===== config.mk =====
export PLATFORM = sky130hd
export DESIGN_NAME = gs232c_check_pc_pipe
export DESIGN_NICKNAME = d
export VERILOG_FILES = /design/src/rtl/gs232c_check_pc_pipe.sv
export SDC_FILE = /design/constraint.sdc
export NUM_CORES = 1
export LEC_CHECK = 0
export CAP_MARGIN = 40
export CORE_MARGIN = 2
export CORE_UTILIZATION = 49
export CTS_CLUSTER_DIAMETER = 40
export CTS_CLUSTER_SIZE = 10
export DETAILED_ROUTE_END_ITERATION = 10
export DONT_BUFFER_PORTS = 1
export HOLD_SLACK_MARGIN = 0.12
export PLACE_DENSITY = 0.61
export SLEW_MARGIN = 5
export SYNTH_ARGS = -nofsm -noshare
export SYNTH_HDL_FRONTEND = slang
export SYNTH_SLANG_ARGS = --single-unit

===== constraint.sdc =====
create_clock -name clk -period 3.2 [get_ports clk]
set_clock_uncertainty 0.15 [all_clocks]
set_input_delay 0.48 -clock clk [delete_from_list [all_inputs] [get_ports clk]]
set_output_delay 0.48 -clock clk [all_outputs]
set_load 0.1 [all_outputs]

===== src/rtl/gs232c_check_pc_pipe.sv =====
// Two-stage multi-slot next-PC checker: registers a bundle of branch slots, verifies
// each predicted next PC against base+offs and reports the oldest mispredicted slot.
module gs232c_check_pc_pipe #(
    parameter int LO_W  = 26,
    parameter int NCH   = 2,
    parameter int IDX_W = 1
) (
    input  logic                  clk,
    input  logic                  resetn,
    input  logic                  flush,
    input  logic                  in_valid,
    output logic                  in_ready,
    input  logic [NCH-1:0]        in_slot_vld,
    input  logic [NCH*LO_W-1:0]   in_next,
    input  logic [NCH*LO_W-1:0]   in_base,
    input  logic [NCH*LO_W-1:0]   in_offs,
    input  logic [NCH-1:0]        in_same_b,
    input  logic [NCH-1:0]        in_same_c,
    input  logic [NCH-1:0]        in_same_h,
    output logic                  out_valid,
    input  logic                  out_ready,
    output logic [NCH-1:0]        out_same,
    output logic                  out_miss,
    output logic [IDX_W-1:0]      out_miss_idx,
    output logic [LO_W-1:0]       out_target,
    output logic                  out_carry
);

    logic                s1_valid_r;
    logic [NCH-1:0]      s1_slot_vld_r;
    logic [NCH*LO_W-1:0] s1_next_r;
    logic [NCH*LO_W-1:0] s1_base_r;
    logic [NCH*LO_W-1:0] s1_offs_r;
    logic [NCH-1:0]      s1_same_b_r;
    logic [NCH-1:0]      s1_same_c_r;
    logic [NCH-1:0]      s1_same_h_r;

    logic                s2_valid_r;
    logic [NCH-1:0]      s2_same_r;
    logic                s2_miss_r;
    logic [IDX_W-1:0]    s2_miss_idx_r;
    logic [LO_W-1:0]     s2_target_r;
    logic                s2_carry_r;

    logic                s2_adv_s;
    logic                in_ready_s;
    logic [NCH-1:0]      same_s;
    logic [NCH-1:0]      carry_s;
    logic [LO_W-1:0]     tgt_s [NCH];
    logic [NCH-1:0]      miss_vec_s;
    logic                miss_s;
    logic [IDX_W-1:0]    miss_idx_s;
    logic [LO_W-1:0]     sel_tgt_s;
    logic                sel_carry_s;

    assign s2_adv_s   = !s2_valid_r || out_ready;
    assign in_ready_s = !flush && (!s1_valid_r || s2_adv_s);
    assign in_ready   = in_ready_s;

    for (genvar g = 0; g < NCH; g++) begin : g_slot
        logic [LO_W-1:0] base_s;
        logic [LO_W-1:0] offs_s;
        logic [LO_W-1:0] next_s;
        logic [LO_W:0]   sum_s;
        logic [LO_W-1:0] cs_x_s;
        logic [LO_W-1:0] cs_c_s;
        logic            eq_s;
        logic            cs_carry_s;
        logic            hi_ok_s;

        assign base_s = s1_base_r[g*LO_W +: LO_W];
        assign offs_s = s1_offs_r[g*LO_W +: LO_W];
        assign next_s = s1_next_r[g*LO_W +: LO_W];
        assign sum_s  = {1'b0, base_s} + {1'b0, offs_s};

        // base+offs==next iff every bit's implied carry-in matches the carry it generates,
        // so the compare and its carry-out need no carry propagation.
        assign cs_x_s     = base_s ^ offs_s ^ next_s;
        assign cs_c_s     = (base_s & offs_s) | ((base_s ^ offs_s) & ~next_s);
        assign eq_s       = (cs_x_s == {cs_c_s[LO_W-2:0], 1'b0});
        assign cs_carry_s = cs_c_s[LO_W-1];

        // Pick which high-part prediction must hold given the low-part carry and offset sign.
        always_comb begin
            hi_ok_s = 1'b0;
            if (cs_carry_s == offs_s[LO_W-1]) begin
                hi_ok_s = s1_same_h_r[g];
            end else if (offs_s[LO_W-1]) begin
                hi_ok_s = s1_same_b_r[g];
            end else begin
                hi_ok_s = s1_same_c_r[g];
            end
        end

        assign same_s[g]  = s1_slot_vld_r[g] & eq_s & hi_ok_s;
        assign tgt_s[g]   = sum_s[LO_W-1:0];
        assign carry_s[g] = sum_s[LO_W];
    end

    // Lowest-index mismatching slot wins; with no miss the select stays on slot 0.
    always_comb begin
        miss_vec_s = ~same_s & s1_slot_vld_r;
        miss_s     = |miss_vec_s;
        miss_idx_s = '0;
        for (int i = NCH - 1; i >= 0; i--) begin
            miss_idx_s = miss_vec_s[i] ? IDX_W'(i) : miss_idx_s;
        end
        sel_tgt_s   = tgt_s[miss_idx_s];
        sel_carry_s = carry_s[miss_idx_s];
    end

    // Stage 1: capture an accepted bundle; empties when it moves on with nothing behind it.
    always_ff @(posedge clk or negedge resetn) begin
        if (!resetn) begin
            s1_valid_r    <= 1'b0;
            s1_slot_vld_r <= '0;
            s1_next_r     <= '0;
            s1_base_r     <= '0;
            s1_offs_r     <= '0;
            s1_same_b_r   <= '0;
            s1_same_c_r   <= '0;
            s1_same_h_r   <= '0;
        end else if (flush) begin
            s1_valid_r <= 1'b0;
        end else if (in_ready_s) begin
            s1_valid_r <= in_valid;
            if (in_valid) begin
                s1_slot_vld_r <= in_slot_vld;
                s1_next_r     <= in_next;
                s1_base_r     <= in_base;
                s1_offs_r     <= in_offs;
                s1_same_b_r   <= in_same_b;
                s1_same_c_r   <= in_same_c;
                s1_same_h_r   <= in_same_h;
            end
        end
    end

    // Stage 2: result register; data is zeroed whenever the stage holds no bundle.
    always_ff @(posedge clk or negedge resetn) begin
        if (!resetn) begin
            s2_valid_r    <= 1'b0;
            s2_same_r     <= '0;
            s2_miss_r     <= 1'b0;
            s2_miss_idx_r <= '0;
            s2_target_r   <= '0;
            s2_carry_r    <= 1'b0;
        end else if (flush) begin
            s2_valid_r    <= 1'b0;
            s2_same_r     <= '0;
            s2_miss_r     <= 1'b0;
            s2_miss_idx_r <= '0;
            s2_target_r   <= '0;
            s2_carry_r    <= 1'b0;
        end else if (s2_adv_s) begin
            s2_valid_r <= s1_valid_r;
            if (s1_valid_r) begin
                s2_same_r     <= same_s;
                s2_miss_r     <= miss_s;
                s2_miss_idx_r <= miss_idx_s;
                s2_target_r   <= sel_tgt_s;
                s2_carry_r    <= sel_carry_s;
            end else begin
                s2_same_r     <= '0;
                s2_miss_r     <= 1'b0;
                s2_miss_idx_r <= '0;
                s2_target_r   <= '0;
                s2_carry_r    <= 1'b0;
            end
        end
    end

    assign out_valid    = s2_valid_r;
    assign out_same     = s2_same_r;
    assign out_miss     = s2_miss_r;
    assign out_miss_idx = s2_miss_idx_r;
    assign out_target   = s2_target_r;
    assign out_carry    = s2_carry_r;

endmodule


Yosys cells after proc, flatten, opt, wreduce, memory -nomap -nowiden
Cells that the tools add are included.
{"block": "word_totals", "register_bits": 197, "latch_bits": 0, "ram_bits": 0, "rom_bits": 0, "inputBits": 169, "out_inout_bits": 33, "elab_cells": 82, "mem_count": 0}
{"block": "op_classes", "add_sub_neg": 2, "mul": 0, "n_div": 0, "magnitude_cmp": 2, "eq_ne": 4, "shifts": 0, "mux": 30, "n_bitwise": 20, "n_reduce_logical": 10}
{"cell": "26-bit 2-to-1 mux", "count": 6}
{"cell": "26-bit AND", "count": 4}
{"cell": "26-bit XOR", "count": 4}
{"cell": "26-bit by 26-bit adder with 27-bit output", "count": 2}
{"cell": "26-bit equality test", "count": 2}
{"cell": "26-bit inverter", "count": 2}
{"cell": "26-bit OR", "count": 2}
{"cell": "1-bit 2-to-1 mux", "count": 21}
{"cell": "2-bit 2-to-1 mux", "count": 3}
{"cell": "1-bit AND", "count": 4}
{"cell": "2-bit nonzero test", "count": 2}
{"cell": "1-bit zero test", "count": 3}
{"cell": "3-bit AND reduction", "count": 1}
{"cell": "2-bit AND", "count": 1}
{"cell": "1-bit equality test", "count": 2}
{"cell": "2-bit >= comparator (second input constant)", "count": 1}
{"cell": "1-bit logical OR", "count": 2}
{"cell": "1-bit by 2-bit less-than comparator with 1-bit output (second input constant)", "count": 1}
{"cell": "1-bit inverter with 2-bit output", "count": 1}
{"cell": "2-bit inverter", "count": 1}
{"cell": "2-bit OR reduction", "count": 1}
{"cell": "1-bit logical AND", "count": 1}
{"cell": "1-bit inverter", "count": 1}

Depth between registers and ports, before layout
Gate-level depths: netlist of the first run.
{"block": "depth", "ltp_word": 17, "ltp_mapped": 11, "mapped_depth_nobuf": 10}

Worst setup path after synthesis of the first run
No wires, ideal clock.
{"block": "synth_timing", "path_type": "register to register", "start": "register s2_valid_r (netlist: out_valid)", "end": "register s1_base_r[0]", "setup_ps": 125, "arrival_time_ps": 3629, "slack_ps": -704, "path_stages_with_launch": 7, "period_less_slack_ps": 3904, "cell_sequence": "dfrtp_1 -> and2b_2 -> a21oi_1 -> nand2_1 -> clkbuf_1 -> clkbuf_1 -> mux2_2"}
{"block": "synth_between", "elab_chain_cells": 5}
{"element": "start: declaration", "line_no": "38", "rtl": "logic s2_valid_r;"}
{"element": "start signal: assignment", "line_no": "156", "rtl": "s2_valid_r <= s1_valid_r;"}
{"element": "1-bit zero test", "line_no": "56", "rtl": "assign s2_adv_s = !s2_valid_r || out_ready;"}
{"element": "1-bit logical OR", "line_no": "56"}
{"element": "1-bit logical OR", "line_no": "57", "rtl": "assign in_ready_s = !flush && (!s1_valid_r || s2_adv_s);"}
{"element": "1-bit logical AND", "line_no": "57"}
{"element": "named net in_ready", "line_no": "12", "rtl": "output logic in_ready,"}
{"element": "3-bit AND reduction (no source line)"}
{"element": "end signal: assignment", "line_no": "130", "rtl": "s1_base_r <= in_base;"}
{"element": "end: declaration", "line_no": "32", "rtl": "logic [NCH*LO_W-1:0] s1_base_r;"}
The timed path passes the listed nets, and every way through them passes these cells.
A chain may end at the register's enable or synchronous reset.

Worst setup path after layout of the first run
{"block": "layout_timing", "start": "register s1_next_r[32]", "end": "register s2_target_r[21] (netlist: out_target[21])"}
{"block": "layout_between", "elab_chain_cells": 17}
{"element": "start: declaration", "line_no": "31", "rtl": "logic [NCH*LO_W-1:0] s1_next_r;"}
{"element": "start signal: assignment", "line_no": "129", "rtl": "s1_next_r <= in_next;"}
{"element": "26-bit inverter", "line_no": "79", "rtl": "assign cs_c_s = (base_s & offs_s) | ((base_s ^ offs_s) & ~next_s);"}
{"element": "26-bit AND", "line_no": "79"}
{"element": "26-bit OR", "line_no": "79"}
{"element": "26-bit equality test (*)", "line_no": "80", "rtl": "assign eq_s = (cs_x_s == {cs_c_s[LO_W-2:0], 1'b0});"}
{"element": "1-bit AND (*) (2 in series)", "line_no": "95", "rtl": "assign same_s[g] = s1_slot_vld_r[g] & eq_s & hi_ok_s;"}
{"element": "2-bit inverter (*)", "line_no": "102", "rtl": "miss_vec_s = ~same_s & s1_slot_vld_r;"}
{"element": "2-bit AND (*)", "line_no": "102"}
{"element": "1-bit 2-to-1 mux (*) (2 in series)", "line_no": "106", "rtl": "miss_idx_s = miss_vec_s[i] ? IDX_W'(i) : miss_idx_s;"}
{"element": "1-bit inverter with 2-bit output (not written as such) (*)", "line_no": "108", "rtl": "sel_tgt_s = tgt_s[miss_idx_s];"}
{"element": "26-bit 2-to-1 mux (not written as such) (*) (3 in series)", "line_no": "108"}
{"element": "26-bit 2-to-1 mux (*)", "line_no": "157", "rtl": "if (s1_valid_r) begin"}
{"element": "26-bit 2-to-1 mux (*)", "line_no": "155", "rtl": "end else if (s2_adv_s) begin"}
{"element": "26-bit 2-to-1 mux (*)", "line_no": "148", "rtl": "end else if (flush) begin"}
{"element": "end signal: assignment", "line_no": "161", "rtl": "s2_target_r <= sel_tgt_s;"}
{"element": "end: declaration", "line_no": "42", "rtl": "logic [LO_W-1:0] s2_target_r;"}
Mark *: on every way between the ends. The rest lies on a longest branch, timed or not. The select of a mux whose other input is x is not followed.

==> summary.md, run 1 <==
| Metric | Value |
|---|---|
| Status | `finished with violations` |
| Site Rows | `57` |
| Syn nets | `1321` |
| Max Slew Vio Count | `0` |
| Tcrit/Tclk final | `97.2%` |
| Most frequent cells in the layout | `dfrtp_1 (196), dlygate4sd3_1 (166), mux2_2 (165)` |
| Remaining antenna violation count | `0` |
| Synth Instances | `1046` |
| Fin util | `65.0%` |
| Pre-antenna DRT Iters | `5` |
| Pwr Density | `628 nW/um2` |
| Peak supply drop | `0.325 mV` |
| Total power | `9.90 mW` |
| Routability cong. | `0.889` |
| Critical path startpoint category | `flop` |
| Final hold violation count | `197` |
| Area share of the largest cell type after synthesis | `40.8%` |
| # nets final | `1524` |
| Total CTS buffers | `17` |
| Initial Utilization | `49.8%` |
| Clk slew on worst S/H paths | `0.08 ns` |
| Most frequent CP cell | `buf_4` |
| CP max FO | `3` |
| RSZ-0062 raised after global routing | `true` |
| CTS tree | `yes` |
| CTS H-tree depth | `4` |
| Final non-filler cell total | `1587` |
| Max-slew headroom | `55.1%` |
| Fmax | `0.322 GHz` |
| Worst hold-check path type | `input port to async pin` |
| Core Region | `24200 um2` |
| Vias in the first global route | `9158` |
| Critical path capture point type | `flop` |
| Synth area leader | `dfrtp_1` |
| DRT iter0 DRCs | `727` |
| Post-CTS Hold Buffers | `166` |
| Die W | `161 um` |
| Layout area overhead | `30.5%` |
| CP Class | `flop to flop` |
| Post-synth cell types | `77` |
| Global Route Usage Sum | `25.6%` |
| Final Critical Period | `3.11 ns` |
| Synth warn | `0` |
| Hold Slack | `-0.417 ns` |
| Most common cell after layout, fill and taps aside | `dfrtp_1` |
| Number of enable flip-flop cells after synthesis | `0` |
| Die Footprint | `25900 um2` |
| Slowest cell on the critical path | `fa_1` |
| Synthesis-stage register bit count | `197` |
| HPWL Detailed | `24.0 mm` |
| Crit path cell chain | `inv_1, fa_1, xnor2_1, a2111oi_2, nand4_1, o21ai_4, a21oi_4, buf_4, buf_4, o2111a_1, a221o_1, a21o_1` |
| Sequential fraction of the synthesis area | `40.8%` |
| Root Driver | `clkbuf_16` |
| Detailed-route via count | `8915` |
| Final setup vio count | `0` |
| DRC | `0` |
| Async S/R FF share, synth | `100%` |
| Avg Inst Size Synth | `11.6 um2` |
| Clock sink count | `197` |
| Max stage delay on crit path | `0.48 ns` |
| Worst-Skew Late Latency | `0.44 ns` |
| Vias/cell | `5.62` |
| Worst R2R Path Depth | `12` |
| Layout cells sized above 1 | `22.9%` |
| Placed Cells | `1383` |
| Failing checks | `hold timing` |
| Die H | `161 um` |
| Clock Tree Buf Depth | `2` |
| Lkg Pwr | `6.86 nW` |
| WP data required | `3.38 ns` |
| Crit path DAT | `3.29 ns` |
| Max Cap Violations | `0` |
| Largest net degree at the start of global routing | `198` |
| R2R Setup Slk | `0.09 ns` |
| Most area-consuming cells after synthesis | `dfrtp_1 (41%), mux2_2 (15%), fa_1 (8.9%)` |
| Global route overflow | `0` |
| Mapped Area | `12100 um2` |
| First-pass GRT wire length | `51.5 mm` |
| Worst-Margin Slew | `0.671 ns` |
| Total negative slack | `0 ns` |
| DR WL/cell | `20.4 um` |
| Routed WL | `32.3 mm` |
| Count of input and output buffers | `0` |
| I/O pin count | `202` |
| FILL cells | `1882` |
| Synth Flop Type | `dfrtp_1` |
| Initial antenna violation count | `1` |
cells in the mapped netlist (all sizes together), types with 4 or more instances:
master,number
dfrtp,197
mux2,165
inv,64
a21oi,59
fa,54
xnor2,54
nand2,53
o21ai,53
ha,52
nor2,44
xor2,34
a21o,31
clkbuf,29
nor3,11
nor4,10
a211oi,9
nand3,9
o211ai,8
o21a,8
nand4,7
o31ai,7
a31oi,6
and2,6
buf,6
and3,5
a221o,4
a22o,4
nand2b,4
nor3b,4
o21bai,4
layer usage:
| metal | up-vias | GRT usage [%] | wire, um |
|---|---|---|---|
| met4 | 0 | 5.56 | 409 |
| met3 | 23 | 4.08 | 1810 |
| met2 | 284 | 40.3 | 15000 |
| li1 | 4110 | - | - |
| met5 | - | 0 | 0 |
| met1 | 4498 | 37.9 | 15100 |
through the flow:
stage / hold slack, ns / worst slack (ns) / cell area (um2)
6_report: -0.417 / 0.0904 / 15800
5_1_grt: -0.442 / -0.00514 / 15800
4_1_cts: -0.430 / 0.0320 / 15600
3_5_place_dp: 0.0431 / 0.0580 / 13400
3_3_place_gp: 0.0411 / 0.0712 / 12500
2_1_floorplan: 0.0344 / 0.295 / 12100
cell type report:
cell class                      count  area (um2)  share of cell area (%)
Antenna cell                        1        2.50                  0.0159
Clock buffer                       19         453                    2.87
Clock inverter                     13         138                   0.873
Inverter                           64         240                    1.52
Multi-Input combinational cell    751        6860                    43.5
Sequential cell                   197        4930                    31.3
Tap cell                          324         405                    2.57
Timing Repair Buffer              218        2740                    17.4
final timing paths:
check                         startpoint              to
setup / recovery           s1_next_r[32]  out_target[21]
setup reg to reg           s1_next_r[32]  out_target[21]
min in group clk                   flush       out_carry
hold / removal                    resetn   s1_base_r[16]
hold reg to reg            s1_next_r[41]   s1_next_r[41]
max in group asynchronous         resetn  s1_same_c_r[1]
cell families after synthesis:
group                      after synthesis  share of synthesized area, %
xor gates and xnor gates                88                          6.38
and+or+nand+nor                        169                          6.96
AOI/OAI and AO/OA                      219                          12.5
muxes                                  168                          15.6
adders and majority gates              106                          14.3
DFF                                    197                          40.8
buffers and inverters                   99                          3.41
power by group:
group / internal, mW / switching (mW)
Sequential: 2.85 / 0.380
Combinational: 2.01 / 2.48
Clock: 1.15 / 1.04
Total: 6.00 / 3.90
registers in the layout (all words and copies together) (netlist names):
register       count
s1_base_r         52
s1_next_r         52
s1_offs_r         52
out_target        26
out_same           2
s1_same_b_r        2
s1_same_c_r        2
s1_same_h_r        2
s1_slot_vld_r      2
out_carry          1
out_miss           1
out_miss_idx       1
out_valid          1
s1_valid_r         1
critical path: cells and delay by family, from the launching register on:
family,cells,cell delay (ns)
AO/OA/AOI/OAI,6,1.21
XOR/XNOR,1,0.20
adder cells (fa/ha/maj),1,0.48
buffers and inverters,3,0.35
flip-flops,1,0.36
AND/OR/NAND/NOR,1,0.25
repair_timing:
item,CTS,global route
setup endpoints to repair,0,27
resized for setup,0,16
buffers inserted,0,3
hold endpoints to repair,363,197
Power figures use the tool's default switching activity.
==> run 2: changes to the inputs <==
CORE_UTILIZATION = 50   (was 49)
HOLD_SLACK_MARGIN = unset   (was 0.12)
PLACE_DENSITY = 0.62   (was 0.61)
==> run 2 against run 1 <==
The run still ends with hold timing left. Global-route usage is 1.2 points lower. Register-to-register slack hardly changed. Setup slack better by 0.0079 ns. Clock power hardly changed. Critical path depth is 2 lower. First-iteration DRC count is 15% lower. Die area is 2.0% lower.
==> summary.md, run 2 (synthesis results as in run 1) <==
| Metric | Value |
|---|---|
| Critical path startpoint category | `flop` |
| Status | `finished with violations` |
| Global route overflow | `0` |
| Failing checks | `hold timing` |
| Post-CTS Hold Buffers | `1` |
| Sequential power share | `33.3%` |
| Top flop regs | `s1_base_r (52), s1_next_r (52), s1_offs_r (52)` |
| CTS H-tree depth | `4` |
| I/O pin count | `202` |
| Total negative slack | `0 ns` |
| Most common cell after layout, fill and taps aside | `dfrtp_1` |
| Lkg Pwr | `6.11 nW` |
| Routed WL | `30.5 mm` |
| DRT iter0 DRCs | `621` |
| Die H | `159 um` |
| Worst-Margin Slew | `0.760 ns` |
| Worst hold-check path type | `input port to async pin` |
| Comb power frac | `44.4%` |
| Most frequent cells in the layout | `dfrtp_1 (197), mux2_2 (165), inv_1 (64)` |
| Vias/cell | `5.74` |
| Initial Utilization | `51.2%` |
| Clock Power Share | `22.3%` |
| Net Sw Frac | `39.7%` |
| Worst-Skew Late Latency | `0.45 ns` |
| WP data required | `3.36 ns` |
| Vias in the first global route | `8298` |
| DRC | `0` |
| Clock Tree Buf Depth | `2` |
| Global Route Usage Sum | `24.5%` |
| Int Pwr | `5.83 mW` |
| Die Footprint | `25400 um2` |
| Fmax | `0.322 GHz` |
| DR WL/cell | `21.6 um` |
| HPWL Detailed | `23.6 mm` |
| Core Region | `23600 um2` |
| Routability cong. | `0.878` |
| First-pass GRT wire length | `48.0 mm` |
| Hold Slack | `-0.419 ns` |
| CP Class | `flop to flop` |
| CTS tree | `yes` |
| Peak supply drop | `0.304 mV` |
| Final Critical Period | `3.10 ns` |
| Critical path capture point type | `flop` |
| Initial antenna violation count | `3` |
| Max Cap Violations | `0` |
| Count of input and output buffers | `0` |
| Final hold violation count | `197` |
| Remaining antenna violation count | `0` |
| Max Slew Vio Count | `0` |
| Pwr Density | `690 nW/um2` |
| CP max FO | `3` |
| # nets final | `1355` |
| Largest net degree at the start of global routing | `198` |
| Layout cells sized above 1 | `25.6%` |
| Final setup vio count | `0` |
| Sw Pwr | `3.83 mW` |
| Crit path DAT | `3.26 ns` |
| Root Driver | `clkbuf_16` |
| Detailed-route via count | `8118` |
| Tcrit/Tclk final | `96.9%` |
| Clk slew on worst S/H paths | `0.08 ns` |
| Total CTS buffers | `17` |
| Site Rows | `56` |
| Max-slew headroom | `49.1%` |
| Pre-antenna DRT Iters | `5` |
| Layout area overhead | `15.9%` |
| Die W | `159 um` |
| Clock sink count | `197` |
==> run 2: final cells by class <==
class	count	area [um2]
diodes	2	5.00
flip-flops and latches	197	4930
inverters	64	240
clock buffers	21	460
fillers	1956	9610
well taps	319	399
clock inverters	11	116
multi-input cells	751	6830
repair buffers	49	1030
==> run 2: power groups by stage <==
stage | clock network (mW) | logic (mW) | registers, mW
after global routing | 2.31 | 4.63 | 3.28
after floorplan | 0 | 2.70 | 3.40
after CTS | 2.21 | 4.22 | 3.22
final | 2.15 | 4.29 | 3.22
after global placement | 0 | 3.66 | 3.51
after detailed placement | 0 | 4.18 | 3.27
==> run 2: routing by layer <==
metal,global-route usage [%],routed length (um),vias to the layer above
li1,-,-,3770
met1,35.2,14200,4082
met2,36.4,13700,238
met3,7.63,2100,26
met4,5.91,443,2
met5,0,13,-
==> run 2: worst paths after layout <==
| path | slack, ns | endpoint | cells after the start | from |
|---|---|---|---|---|
| max | 0.1 | out_target[24] | 10 | s1_base_r[26] |
| min | -0.42 | s1_next_r[18] | 0 | resetn |
| max reg2reg | 0.1 | out_target[24] | 10 | s1_base_r[26] |
| min reg2reg | 0.36 | s1_next_r[2] | 1 | s1_next_r[2] |
| max in group asynchronous | 3.03 | s1_same_h_r[1] | 0 | resetn |
| min in group clk | 0.02 | s1_valid_r | 2 | in_valid |
==> run 2: critical path, cell delays in order, from the launching register on <==
cell and delay, ns:
dfrtp_1 0.40, ha_1 0.25, fa_1 0.43, a211oi_1 0.32
o21a_1 0.20, a211oi_2 0.11, nor4b_2 0.37, o31ai_1 0.18
a21oi_1 0.19, xor2_1 0.25, o211ai_1 0.11
==> run 2: what timing repair did <==
item	CTS	global route
endpoints found under the hold margin	198	197
pin swaps	0	8
gates cloned	0	1
gates resized for setup	1	9
setup endpoints to repair	3	26
setup buffers	0	2
==> run 2: per-stage QoR <==
stage | area, um2 | setup WS [ns] | util, % | total power, mW | instances
6_report | 14000 | 0.0983 | 59.3 | 9.66 | 1414
5_1_grt | 14000 | -0.00521 | 59.3 | 10.2 | 1412
3_5_place_dp | 13300 | -0.0692 | 56.5 | 7.45 | 1376
2_1_floorplan | 12100 | 0.295 | - | 6.10 | 1046
4_1_cts | 13900 | 0.0130 | 59.0 | 9.65 | 1409
3_3_place_gp | 12500 | -0.0337 | 52.9 | 7.17 | 1345
